File: src/rtl/nsa_pkg.sv
// Shared constants and FSM state encoding for the nibble-serial adder.
package nsa_pkg;

    localparam int NIBBLE_W = 4;

    typedef enum logic [1:0] {
        IDLE = 2'd0,
        RUN  = 2'd1,
        DONE = 2'd2
    } state_t;

endpackage

File: src/rtl/nibble_serial_adder_adder.sv
// Combinational 4-bit adder slice used one nibble per clock by nibble_serial_adder.
module adder
    import nsa_pkg::*;
(
    input  logic [NIBBLE_W-1:0] a,
    input  logic [NIBBLE_W-1:0] b,
    input  logic                cin,
    output logic [NIBBLE_W-1:0] sum,
    output logic                cout
);

    // Plain ripple add of one nibble plus carry.
    assign {cout, sum} = {1'b0, a} + {1'b0, b} + {{NIBBLE_W{1'b0}}, cin};

endmodule

File: src/rtl/nibble_serial_adder.sv
// Multi-cycle WIDTH-bit adder: one nibble per clock through a shared 4-bit adder.
// Optional signed-overflow output out_ovf is enabled by defining NSA_OVERFLOW_EN.
module nibble_serial_adder
    import nsa_pkg::*;
#(
    parameter int WIDTH = 16
) (
    input  logic             clk,
    input  logic             rst_n,
    input  logic             in_valid,
    output logic             in_ready,
    input  logic [WIDTH-1:0] in_a,
    input  logic [WIDTH-1:0] in_b,
    input  logic             in_cin,
    output logic             out_valid,
    input  logic             out_ready,
    output logic [WIDTH-1:0] out_sum,
    output logic             out_cout,
    output logic             busy
`ifdef NSA_OVERFLOW_EN
    ,
    output logic             out_ovf
`endif
);

    localparam int NIBBLES = WIDTH / NIBBLE_W;
    localparam int IDX_W   = (NIBBLES > 1) ? $clog2(NIBBLES) : 1;
    localparam logic [IDX_W-1:0] LAST_IDX = IDX_W'(NIBBLES - 1);

    if (((WIDTH % NIBBLE_W) != 0) || (WIDTH < NIBBLE_W)) begin : g_width_check
        $error("nibble_serial_adder: WIDTH must be a multiple of 4 and >= 4");
    end

    state_t                state_r;
    logic [IDX_W-1:0]      idx_r;
    logic                  carry_r;
    logic [WIDTH-1:0]      a_r;
    logic [WIDTH-1:0]      b_r;
    logic [WIDTH-1:0]      stage_r;
    logic [NIBBLE_W-1:0]   nib_a_s;
    logic [NIBBLE_W-1:0]   nib_b_s;
    logic [NIBBLE_W-1:0]   nib_sum_s;
    logic                  nib_cout_s;
    logic [WIDTH-1:0]      sum_next_s;

    // Select the operand nibbles addressed by the current index.
    always_comb begin
        nib_a_s = a_r[NIBBLE_W*idx_r +: NIBBLE_W];
        nib_b_s = b_r[NIBBLE_W*idx_r +: NIBBLE_W];
    end

    adder u_adder (
        .a    (nib_a_s),
        .b    (nib_b_s),
        .cin  (carry_r),
        .sum  (nib_sum_s),
        .cout (nib_cout_s)
    );

    // Staging value with the current nibble merged in, so the final nibble reaches out_sum directly.
    always_comb begin
        sum_next_s = stage_r;
        sum_next_s[NIBBLE_W*idx_r +: NIBBLE_W] = nib_sum_s;
    end

    // Handshake status is a direct decode of the state register.
    assign in_ready  = (state_r == IDLE);
    assign out_valid = (state_r == DONE);
    assign busy      = (state_r == RUN) || (state_r == DONE);

    // Control FSM with operand, carry, index, staging and result registers.
    always_ff @(posedge clk or negedge rst_n) begin
        if (!rst_n) begin
            state_r  <= IDLE;
            idx_r    <= '0;
            carry_r  <= 1'b0;
            a_r      <= '0;
            b_r      <= '0;
            stage_r  <= '0;
            out_sum  <= '0;
            out_cout <= 1'b0;
`ifdef NSA_OVERFLOW_EN
            out_ovf  <= 1'b0;
`endif
        end else begin
            case (state_r)
                IDLE: begin
                    if (in_valid) begin
                        a_r     <= in_a;
                        b_r     <= in_b;
                        carry_r <= in_cin;
                        idx_r   <= '0;
                        state_r <= RUN;
                    end else begin
                        state_r <= IDLE;
                    end
                end
                RUN: begin
                    stage_r <= sum_next_s;
                    carry_r <= nib_cout_s;
                    if (idx_r == LAST_IDX) begin
                        idx_r    <= '0;
                        out_sum  <= sum_next_s;
                        out_cout <= nib_cout_s;
`ifdef NSA_OVERFLOW_EN
                        // Carry into the MSB xor carry out of it.
                        out_ovf  <= a_r[WIDTH-1] ^ b_r[WIDTH-1] ^ nib_sum_s[NIBBLE_W-1] ^ nib_cout_s;
`endif
                        state_r  <= DONE;
                    end else begin
                        idx_r   <= idx_r + IDX_W'(1);
                        state_r <= RUN;
                    end
                end
                DONE: begin
                    if (out_ready) begin
                        state_r <= IDLE;
                    end else begin
                        state_r <= DONE;
                    end
                end
                default: begin
                    state_r <= IDLE;
                end
            endcase
        end
    end

endmodule
File: config.mk
export PLATFORM = sky130hd
export DESIGN_NAME = nibble_serial_adder
export DESIGN_NICKNAME = d
export VERILOG_FILES = /design/src/rtl/nsa_pkg.sv /design/src/rtl/nibble_serial_adder_adder.sv /design/src/rtl/nibble_serial_adder.sv
export SDC_FILE = /design/constraint.sdc
export NUM_CORES = 1
export LEC_CHECK = 0
export CAP_MARGIN = 20
export CORE_ASPECT_RATIO = 1.2
export CORE_UTILIZATION = 50
export CTS_BUF_LIST = sky130_fd_sc_hd__clkbuf_4 sky130_fd_sc_hd__clkbuf_8
export CTS_CLUSTER_SIZE = 25
export DETAILED_ROUTE_END_ITERATION = 6
export GPL_TIMING_DRIVEN = 1
export PLACE_DENSITY = 0.89
export RECOVER_POWER = 100
export SYNTH_ARGS = -nofsm -noshare
export SYNTH_HDL_FRONTEND = slang
export SYNTH_SLANG_ARGS = --single-unit
File: constraint.sdc
create_clock -name clk -period 2.8 [get_ports clk]
set_input_delay 0.42 -clock clk [delete_from_list [all_inputs] [get_ports clk]]
set_output_delay 0.42 -clock clk [all_outputs]
set_load 0.02 [all_outputs]
==> results.md, run 1 <==
* Die span in y at 93.0 µm
* Bufs on Longest Clock Path at 2
* CTS buffer count at 9
* Overall die area at 0.00724 mm²
* Pwr Total at 5.42 mW
* Post-synthesis cell type count at 34
* Rel. slew slack at -17.4%
* Layout filler cell count at 518
* Drt wl/cell at 16.3 µm
* Port Buf Inserts at 56
* Non-filler cells in the finished layout at 428
* Type of the worst setup path: flop to flop
* Static leakage power at 1.89 nW
* Share of the clock period used by the worst path at 93.6%
* Mux share of post-synthesis cell area at 15.7%
* Most frequent standard cell in the layout excluding fill and tap cells: dfrtp_1
* Peak fanout along the critical path at 8
* Worst vdd rail ir drop at 792 µV
* Switching power share of the total at 42.4%
* Post-Route WL at 6980 µm
* Number of instances in the synthesized netlist at 283
* Initial antenna violation count at 0
* Post CTS Setup Buffer Count at 0
* Growth of design area from synthesis to finish at 23.9%
* Worst Slack Setup Final at 0.178 ns
* Clock root buffer: clkbuf_8
* Detail-routed via count per cell at 5.74
* Fraction of final layout cells sized beyond drive strength 1 at 19.0%
* Number of antenna-violating nets in the routed design at 0
* I/O pin total at 57
* Proportion of power drawn by combinational gates at 54.3%
* Hold Slack at 0.474 ns
* Std cell rows at 32
* Summed negative setup slack over all endpoints at 0 ns
* Number of DRC violations after detailed-routing iteration 0 at 163
* Post-synthesis compound-gate area fraction at 12.2%
* Count of vias placed by the detailed router at 2,458
* Mean post-synth cell area at 12.2 µm²
* Seq/Total Area, Yosys at 50.8%
* Largest net degree at the start of global routing at 38
* FF-to-FF path depth at 6
* Parity-gate share of the synthesized area counting xor and xnor cells at 0.254%
* GP Congestion at 0.858
* Arrival time at the worst endpoint at 2.89 ns
* Unrepaired setup endpoints after global routing: false
* Utilization after layout at 65.1%
* Top library cells by usage in the layout, fill and taps aside: dfrtp_1, clkdlybuf4s50_1, mux2_2
* Synth Flop Type: dfrtp_1
* Sort of element at the end of the critical path: flop
* TritonCTS clock tree: yes
* Number of remaining DRC errors at 0
* Count of yosys warnings during synthesis at 0
* Async set-or-reset flop fraction in the synthesized netlist at 100%
* Clock share of power at 14.8%
* Setup violations, final at 0
* Share of power burned in registers at 30.9%
* Clock slew at reported path FFs at 0.08 ns
* H-tree depth at 3
* Flip-flop and latch count after synthesis at 70
* Total number of nets in the final design at 391
* Dominant combinational cell family by area after synthesis: multiplexers
* Detailed Place HPWL at 5040 µm
* Final Cell Area at 0.00428 mm²
* Number of clock sinks at 70
* Pint at 3.12 mW
* EDFF count, synth at 0
* Antenna diode count at 0
* Quantity of hold-fixing buffers added after cts at 0
* Post-placement setup slack at 0.158 ns
* Remaining Overflow, GRT at 0
* # Max-Cap Violations at 1
* CTS resizes at 0
* Power dissipated by switching net loads at 2.30 mW
* Number of global-route vias before repair at 2,488
* P per Cell Area at 1270 mW/mm²
* Total Routing Usage GR at 21.2%
* Standard cell area after detailed placement at 0.00411 mm²
* Final min period at 2.62 ns
* Critical path data required time at 3.07 ns
* Synthesized-area fraction occupied by and/or/nand/nor cells at 12.0%
* Max frequency at 0.381 GHz
* Core outline area at 0.00657 mm²
* Worst Hold Class: flop to flop
* Clock insertion delay at the later pin of the skew report at 0.35 ns
* Post-synthesis adder-cell area fraction at 5.88%
* Cell depth of the worst min-delay path at 2
* Worst-margin pin slew at 1.76 ns
* TritonRoute pass-1 iters at 4
* Wire length of the first global-routing pass at 11,700 µm
* Number of cells in the design after placement at 413
* Cell Area, Synth at 0.00345 mm²
* Number of hold-slack violations in the final timing report at 0
* Final Max Tran Viols at 35
* Post-Route Skew at 0.0117 ns
* Die X-Extent at 77.8 µm
* Status: complete, but fails checks
* Failing checks: capacitance limit, slew limit
* Setup crit start kind: flop
* Total nets after synthesis at 335
* Effective utilization at floorplan at 52.5%
## power by group through the flow
stage | logic (mW) | clock network, mW | registers (mW)
final | 2.94 | 0.804 | 1.67
after global routing | 3.18 | 0.859 | 1.72
after CTS | 3.00 | 0.820 | 1.68
after detailed placement | 2.99 | 0 | 1.70
after global placement | 2.88 | 0 | 1.67
after floorplan | 1.98 | 0 | 1.72
## area by class of cell
class	count	area [µm²]	area share, %
multi-input cells	188	1590	37.3
flip-flops and latches	70	1750	41.0
clock inverters	5	60.1	1.40
repair buffers	66	611	14.3
well taps	85	106	2.49
inverters	4	15.0	0.351
clock buffers	10	138	3.22
## final timing paths
| path | from | to | slack (ns) |
|---|---|---|---|
| worst max register to register | idx_r[0] | out_sum[6] | 0.18 |
| worst min-delay path | out_sum[4] | out_sum[4] | 0.47 |
| max in group asynchronous | rst_n | a_r[0] | 0.57 |
| worst max-delay path | idx_r[0] | out_sum[6] | 0.18 |
| worst min register to register | out_sum[4] | out_sum[4] | 0.47 |
| min in group asynchronous | rst_n | out_sum[12] | 0.53 |
## cell usage after synthesis, types with 3 or more instances
| cell type | instances | share of area [%] |
|---|---|---|
| a21oi_1 | 20 | 2.9 |
| a32o_1 | 12 | 3.5 |
| and4b_1 | 5 | 1.5 |
| buf_2 | 5 | 0.73 |
| clkbuf_1 | 14 | 1.5 |
| dfrtp_1 | 70 | 51 |
| ha_1 | 13 | 4.7 |
| inv_1 | 4 | 0.44 |
| mux2_2 | 32 | 10 |
| mux4_2 | 8 | 5.2 |
| nand2_1 | 23 | 2.5 |
| nand2b_1 | 3 | 0.54 |
| nand3_1 | 9 | 1.3 |
| nor2b_1 | 13 | 2.4 |
| o211ai_1 | 12 | 2.6 |
| o21ai_0 | 14 | 2.0 |
## logic make-up (layout without fill, tap and decap cells)
logic type	Yosys count	in the layout
AOI/OAI and AO/OA	63	63
xor gates and xnor gates	1	1
adders and majority gates	15	15
buffers and inverters	25	85
DFF	70	70
muxes	40	40
and+or+nand+nor	69	69
## worst max-delay path, stage by stage, from the launching register on
cell	delay (ns)
dfrtp_1	0.43
mux4_2	0.54
fa_1	0.44
fa_1	0.44
xor2_2	0.41
a21oi_1	0.11
o21ai_0	0.16
## state kept, by name, summed over array words and instances (netlist names)
register  cells
idx_r         2
out_cout      1
stage_r      16
a_r          16
b_r          16
state_r       2
carry_r       1
out_sum      16
## routing by layer
layer / wire length (µm) / global-route usage (%)
met3: 335 / 4.29
met1: 2840 / 26.2
met4: 136 / 8.65
met2: 3670 / 36.4
met5: 0 / 0
(Power assumes the default switching activity.)
==> run 2: changes to the inputs <==
==> constraint.sdc (replaced) <==
create_clock -name clk -period 2.8 [get_ports clk]
set_input_delay 0.84 -clock clk [delete_from_list [all_inputs] [get_ports clk]]
set_output_delay 0.84 -clock clk [all_outputs]
set_load 0.02 [all_outputs]
==> results.md, run 2 (synthesis results as in run 1) <==
* Most frequent standard cell in the layout excluding fill and tap cells: dfrtp_1
* Total number of nets in the final design at 389 (-0.51%)
* Largest net degree at the start of global routing at 71 (+87%)
* Die span in y at 93.0 µm (unchanged)
* Clock slew at reported path FFs at 0.07 ns (about the same)
* Unrepaired setup endpoints after global routing: false
* H-tree depth at 3 (unchanged)
* Peak fanout along the critical path at 6 (-2)
* Clock insertion delay at the later pin of the skew report at 0.34 ns (about the same)
* Worst Hold Class: flop to flop
* Utilization after layout at 65.1% (about the same)
* Arrival time at the worst endpoint at 1.81 ns (-1.08 ns)
* Total Routing Usage GR at 20.9% (-0.30 points)
* Family of cells with the greatest summed delay on the critical path: buffers and inverters
* Share of the clock period used by the worst path at 94.8% (+1.2 points)
* Detail-routed via count per cell at 5.69 (-0.88%)
* Initial antenna violation count at 0 (unchanged)
* Drt wl/cell at 16.0 µm (-1.9%)
* Overall die area at 0.00724 mm² (unchanged)
* Remaining Overflow, GRT at 0 (unchanged)
* Wire length of the first global-routing pass at 11,600 µm (-0.88%)
* Die X-Extent at 77.8 µm (unchanged)
* CTS buffer count at 9 (unchanged)
* Worst vdd rail ir drop at 736 µV (-7.0%)
* Final Max Tran Viols at 71 (+100%)
* TritonRoute pass-1 iters at 4 (unchanged)
* Antenna diode count at 0 (unchanged)
* Number of buffers and inverters on the critical path at 2 (+2)
* Effective utilization at floorplan at 52.5% (unchanged)
* Static leakage power at 1.88 nW (-0.38%)
* Top library cells by usage in the layout, fill and taps aside: dfrtp_1, clkdlybuf4s50_1, mux2_2
* I/O pin total at 57 (unchanged)
* Max frequency at 0.377 GHz (-1.3%)
* Status: complete, but fails checks
* Clock root buffer: clkbuf_8
* # Max-Cap Violations at 1 (unchanged)
* Cell chain of the critical path: inv_1 > ha_1 > dlygate4sd3_1
* Critical path data required time at 1.96 ns (-1.11 ns)
* Detailed Place HPWL at 4800 µm (-4.8%)
* Setup violations, final at 0 (unchanged)
* Number of clock sinks at 70 (unchanged)
* Final min period at 2.65 ns (+0.0332 ns)
* Setup crit start kind: flop
* Worst path max stage delay at 0.70 ns (+0.16 ns)
* Worst-margin pin slew at 1.68 ns (-0.0778 ns)
* Count of vias placed by the detailed router at 2,425 (-1.3%)
* Bufs on Longest Clock Path at 2 (unchanged)
* TritonCTS clock tree: yes
* P per Cell Area at 1280 mW/mm² (+0.81%)
* Type of the worst setup path: flop to primary output
* Sort of element at the end of the critical path: primary output
* Post-Route Skew at 0.0101 ns (-0.00160 ns)
* Number of hold-slack violations in the final timing report at 0 (unchanged)
* Number of global-route vias before repair at 2,427 (-2.5%)
* Number of antenna-violating nets in the routed design at 0 (unchanged)
* Port Buf Inserts at 56 (unchanged)
* Quantity of hold-fixing buffers added after cts at 0 (unchanged)
* Growth of design area from synthesis to finish at 24.0% (about the same)
* GP Congestion at 0.831 (-3.1%)
* Rel. slew slack at -12.2% (+5.2 points)
* Fraction of final layout cells sized beyond drive strength 1 at 19.4% (+0.40 points)
* Post-Route WL at 6820 µm (-2.4%)
* Summed negative setup slack over all endpoints at 0 ns (unchanged)
* Number of DRC violations after detailed-routing iteration 0 at 217 (+33%)
* Number of remaining DRC errors at 0 (unchanged)
* Std cell rows at 32 (unchanged)
* Max stage delay cell, worst path: dlygate4sd3_1
* Core outline area at 0.00657 mm² (unchanged)
* Failing checks: capacitance limit, slew limit
## run 2: routing by layer
layer / track usage, % / wire length [µm] / up-vias
li1: - / - / 1153
met1: 25.9 / 2810 / 1160
met2: 34.8 / 3500 / 97
met3: 4.49 / 360 / 15
met4: 10.1 / 149 / 0
met5: 0 / 0 / -
## run 2: timing repair
item                       CTS  global route
resized for setup            0             1
setup endpoints to repair    0             3
hold endpoints to repair     0             0
setup buffers                0             0
## run 2: power breakdown
part	switching (mW)	total (mW)	internal [mW]
registers	0.246	1.68	1.44
clock network	0.375	0.807	0.432
logic	1.69	2.97	1.28
total	2.31	5.46	3.15
## run 2: worst min-delay path: stages, from the launching register on
cell	delay (ns)
dfrtp_1	0.34
nand2_1	0.04
o21ai_0	0.06
## run 2: layout make-up
cell class	instances	area [µm²]
inverter	4	15.0
fill	518	2290
sequential	70	1750
timing repair buffer	64	603
clock buffer	10	138
tap	85	106
clock inverter	5	58.8
multi-input combinational	188	1610
## run 2: final timing paths
| check | endpoint | depth (start not counted) | start | slack (ns) |
|---|---|---|---|---|
| setup / recovery | in_ready | 3 | state_r[0] | 0.15 |
| hold / removal | out_sum[2] | 2 | out_sum[2] | 0.47 |
| setup reg to reg | carry_r | 6 | idx_r[0] | 0.17 |
| hold reg to reg | out_sum[2] | 2 | out_sum[2] | 0.47 |
| max in group asynchronous | a_r[13] | 2 | rst_n | 0.77 |
| min in group asynchronous | stage_r[12] | 2 | rst_n | 1.01 |
## run 2: metrics by stage
stage	cells	setup slack, ns	area (µm²)	power (mW)	hold slack, ns
after floorplan	283	0.0540	3460	3.70	0.458
after global placement	411	0.213	4110	4.54	0.460
after detailed placement	411	0.0805	4110	4.68	0.469
after CTS	426	0.0715	4300	5.50	0.485
after global routing	426	0.0461	4280	5.84	0.507
final	426	0.145	4280	5.46	0.472
==> run 3: changes to the inputs <==
- GPL_TIMING_DRIVEN: 1 -> 0
- MAX_ROUTING_LAYER: unset -> met4
==> results.md, run 3 (synthesis results as in run 1) <==
* Setup crit start kind: flop
* Number of clock sinks at 70 (unchanged)
* Growth of design area from synthesis to finish at 27.2%
* Layout filler cell count at 507 (-2.1%)
* Startpoint of the lowest-slack hold path: out_sum[12]
* Number of DRC violations after detailed-routing iteration 0 at 272 (+25%)
* Cell depth of the worst min-delay path at 2 (unchanged)
* Failing checks: capacitance limit, slew limit
* P per Cell Area at 1320 mW/mm² (+3.4%)
* Standard cell area after detailed placement at 0.00412 mm² (+0.33%)
* Number of buffers and inverters on the critical path at 2 (unchanged)
* Remaining Overflow, GRT at 0 (unchanged)
* Worst Hold Class: flop to flop
* Arrival time at the worst endpoint at 2.94 ns (+1.13 ns)
* Post-Route WL at 7520 µm (+10%)
* Clock share of power at 17.1% (+2.3 points)
* Wire length of the first global-routing pass at 12,300 µm (+5.5%)
* Summed negative setup slack over all endpoints at 0 ns (unchanged)
* Max stage delay cell, worst path: mux4_2
* Final Cell Area at 0.00439 mm² (+2.6%)
* Unrepaired setup endpoints after global routing: false
* Number of cells in the design after placement at 424 (+3.2%)
* Number of hold-slack violations in the final timing report at 0 (unchanged)
* FF-to-FF path depth at 7 (+1)
* Final min period at 2.68 ns (+0.0237 ns)
* Detail-routed via count per cell at 5.89 (+3.5%)
* Fraction of final layout cells sized beyond drive strength 1 at 19.4% (+0.082 points)
* Share of the clock period used by the worst path at 95.7% (+0.85 points)
* TritonCTS clock tree: yes
* I/O pin total at 57 (unchanged)
* CTS buffer count at 9 (unchanged)
* Std cell rows at 32 (unchanged)
* Worst vdd rail ir drop at 828 µV (+12%)
* TritonRoute pass-1 iters at 4 (unchanged)
* Pint at 3.35 mW (+6.4%)
* Max frequency at 0.373 GHz (-0.89%)
* Clock insertion delay at the later pin of the skew report at 0.36 ns (+0.02 ns)
* GP Congestion at 0.929 (+12%)
* Final Max Tran Viols at 71 (unchanged)
* Post-Route Skew at 0.0105 ns (+0.000407 ns)
* Port Buf Inserts at 56 (unchanged)
* Initial antenna violation count at 0 (unchanged)
* Die span in y at 93.0 µm (unchanged)
* Drt wl/cell at 17.1 µm (+6.8%)
* Hold Slack at 0.470 ns (-0.00143 ns)
* Share of power burned in registers at 28.6% (-2.2 points)
* Number of antenna-violating nets in the routed design at 0 (unchanged)
* Total number of nets in the final design at 402 (+3.3%)
* # Max-Cap Violations at 1 (unchanged)
* Met2 Usage GRT at 39.9% (+5.1 points)
* Setup violations, final at 0 (unchanged)
* Worst path max stage delay at 0.54 ns (-0.16 ns)
* Reg2Reg Capture Point: stage_r[11]
* Rel. slew slack at -12.5% (-0.37 points)
* Effective utilization at floorplan at 52.5% (unchanged)
* Die X-Extent at 77.8 µm (unchanged)
* Top library cells by usage in the layout, fill and taps aside: dfrtp_1, clkdlybuf4s50_1, mux2_2
* Type of the worst setup path: flop to flop
* Detailed Place HPWL at 5270 µm (+9.6%)
* Overall die area at 0.00724 mm² (unchanged)
* Non-filler cells in the finished layout at 440 (+3.3%)
* Met1 track demand over resource in global routing at 26.0% (+0.12 points)
* Bufs on Longest Clock Path at 2 (unchanged)
* Most frequent standard cell in the layout excluding fill and tap cells: dfrtp_1
* Utilization after layout at 66.8% (+1.7 points)
* Power dissipated by switching net loads at 2.45 mW (+5.7%)
* Number of remaining DRC errors at 0 (unchanged)
* Proportion of power drawn by combinational gates at 54.3% (about the same)
* Count of vias placed by the detailed router at 2,592 (+6.9%)
* Number of global-route vias before repair at 2,608 (+7.5%)
* Largest net degree at the start of global routing at 71 (unchanged)
* Worst-margin pin slew at 1.69 ns (+0.00550 ns)
* Antenna diode count at 0 (unchanged)
* Quantity of hold-fixing buffers added after cts at 0 (unchanged)
* Switching power share of the total at 42.2% (-0.15 points)
* Static leakage power at 1.91 nW (+1.8%)
* Critical path data required time at 3.06 ns (+1.10 ns)
* Peak fanout along the critical path at 10 (+4)
* Status: complete, but fails checks
* H-tree depth at 3 (unchanged)
* Clock root buffer: clkbuf_8
* Beginning of the worst register-to-register path: idx_r[0]
* Family of cells with the greatest summed delay on the critical path: simple AND/OR/NAND/NOR gates
* Core outline area at 0.00657 mm² (unchanged)
* Worst setup slack for register-to-register paths at 0.12 ns (-0.05 ns)
* Most crowded layer after global routing: met2
* Sort of element at the end of the critical path: flop
* GR Util met3 at 4.68% (+0.20 points)
* Hold worst-path end: out_sum[12]
* Cell chain of the critical path: buf_6 > mux4_2 > fa_1 > and3_1 > clkbuf_1 > or2_2 > o211ai_1
* Total Routing Usage GR at 23.4% (+2.5 points)
* Clock slew at reported path FFs at 0.08 ns (about the same)
==> run 3: cell types whose count changed in the layout (fill, tap and decap cells not counted), sizes merged <==
cell / delta
clkinvlp: +1
clkbuf: +12
bufinv: +2
clkinv: -1
==> run 3: power groups by stage <==
stage | clock network, mW | registers (mW) | logic (mW)
2_1_floorplan | 0 | 1.72 | 1.98
3_3_place_gp | 0 | 1.65 | 2.87
3_5_place_dp | 0 | 1.69 | 2.98
4_1_cts | 1.00 | 1.66 | 3.13
5_1_grt | 1.05 | 1.70 | 3.37
6_report | 0.989 | 1.66 | 3.15
==> run 3: layout make-up <==
type / count / area, µm² / share of cell area (%)
timing repair buffer: 57 / 563 / 12.8
inverter: 4 / 15.0 / 0.342
multi-input combinational: 188 / 1610 / 36.7
tap: 85 / 106 / 2.42
buffer: 20 / 96.3 / 2.19
clock inverter: 7 / 121 / 2.77
clock buffer: 9 / 124 / 2.82
sequential: 70 / 1750 / 39.9
==> run 3: per-stage QoR <==
| stage | power (mW) | setup WS (ns) |
|---|---|---|
| finish | 5.80 | 0.121 |
| global route | 6.12 | 0.00695 |
| CTS | 5.79 | 0.0467 |
| detailed placement | 4.67 | -0.440 |
| global placement | 4.53 | -1.33 |
| floorplan | 3.70 | 0.0540 |
==> run 3: worst max path at each step <==
stage                       end      from  cells after the start
floorplan           stage_r[14]  idx_r[0]                      6
CTS                     carry_r  idx_r[0]                      7
finish              stage_r[11]  idx_r[0]                      7
global placement         a_r[8]     rst_n                      1
global route           out_cout  idx_r[0]                      7
detailed placement  out_sum[14]  idx_r[0]                      7
==> run 3: what timing repair did <==
action,4_1_cts,5_1_grt
endpoints found under the hold margin,0,0
gates resized for setup,5,2
endpoints found under the setup margin,28,6
setup buffers,1,0
cloned,0,0
pin swaps,1,0
==> run 3: routing by layer <==
metal | routed length, µm | vias to the layer above
met4 | 176 | 0
met3 | 392 | 20
li1 | - | 1178
met5 | 0 | -
met2 | 3990 | 109
met1 | 2960 | 1285
==> run 3: worst register-to-register path: stages (launching register included) <==
cell	delay (ns)
dfrtp_2	0.39
buf_6	0.17
mux4_2	0.54
fa_1	0.45
and3_1	0.21
clkbuf_1	0.22
or2_2	0.39
o211ai_1	0.21
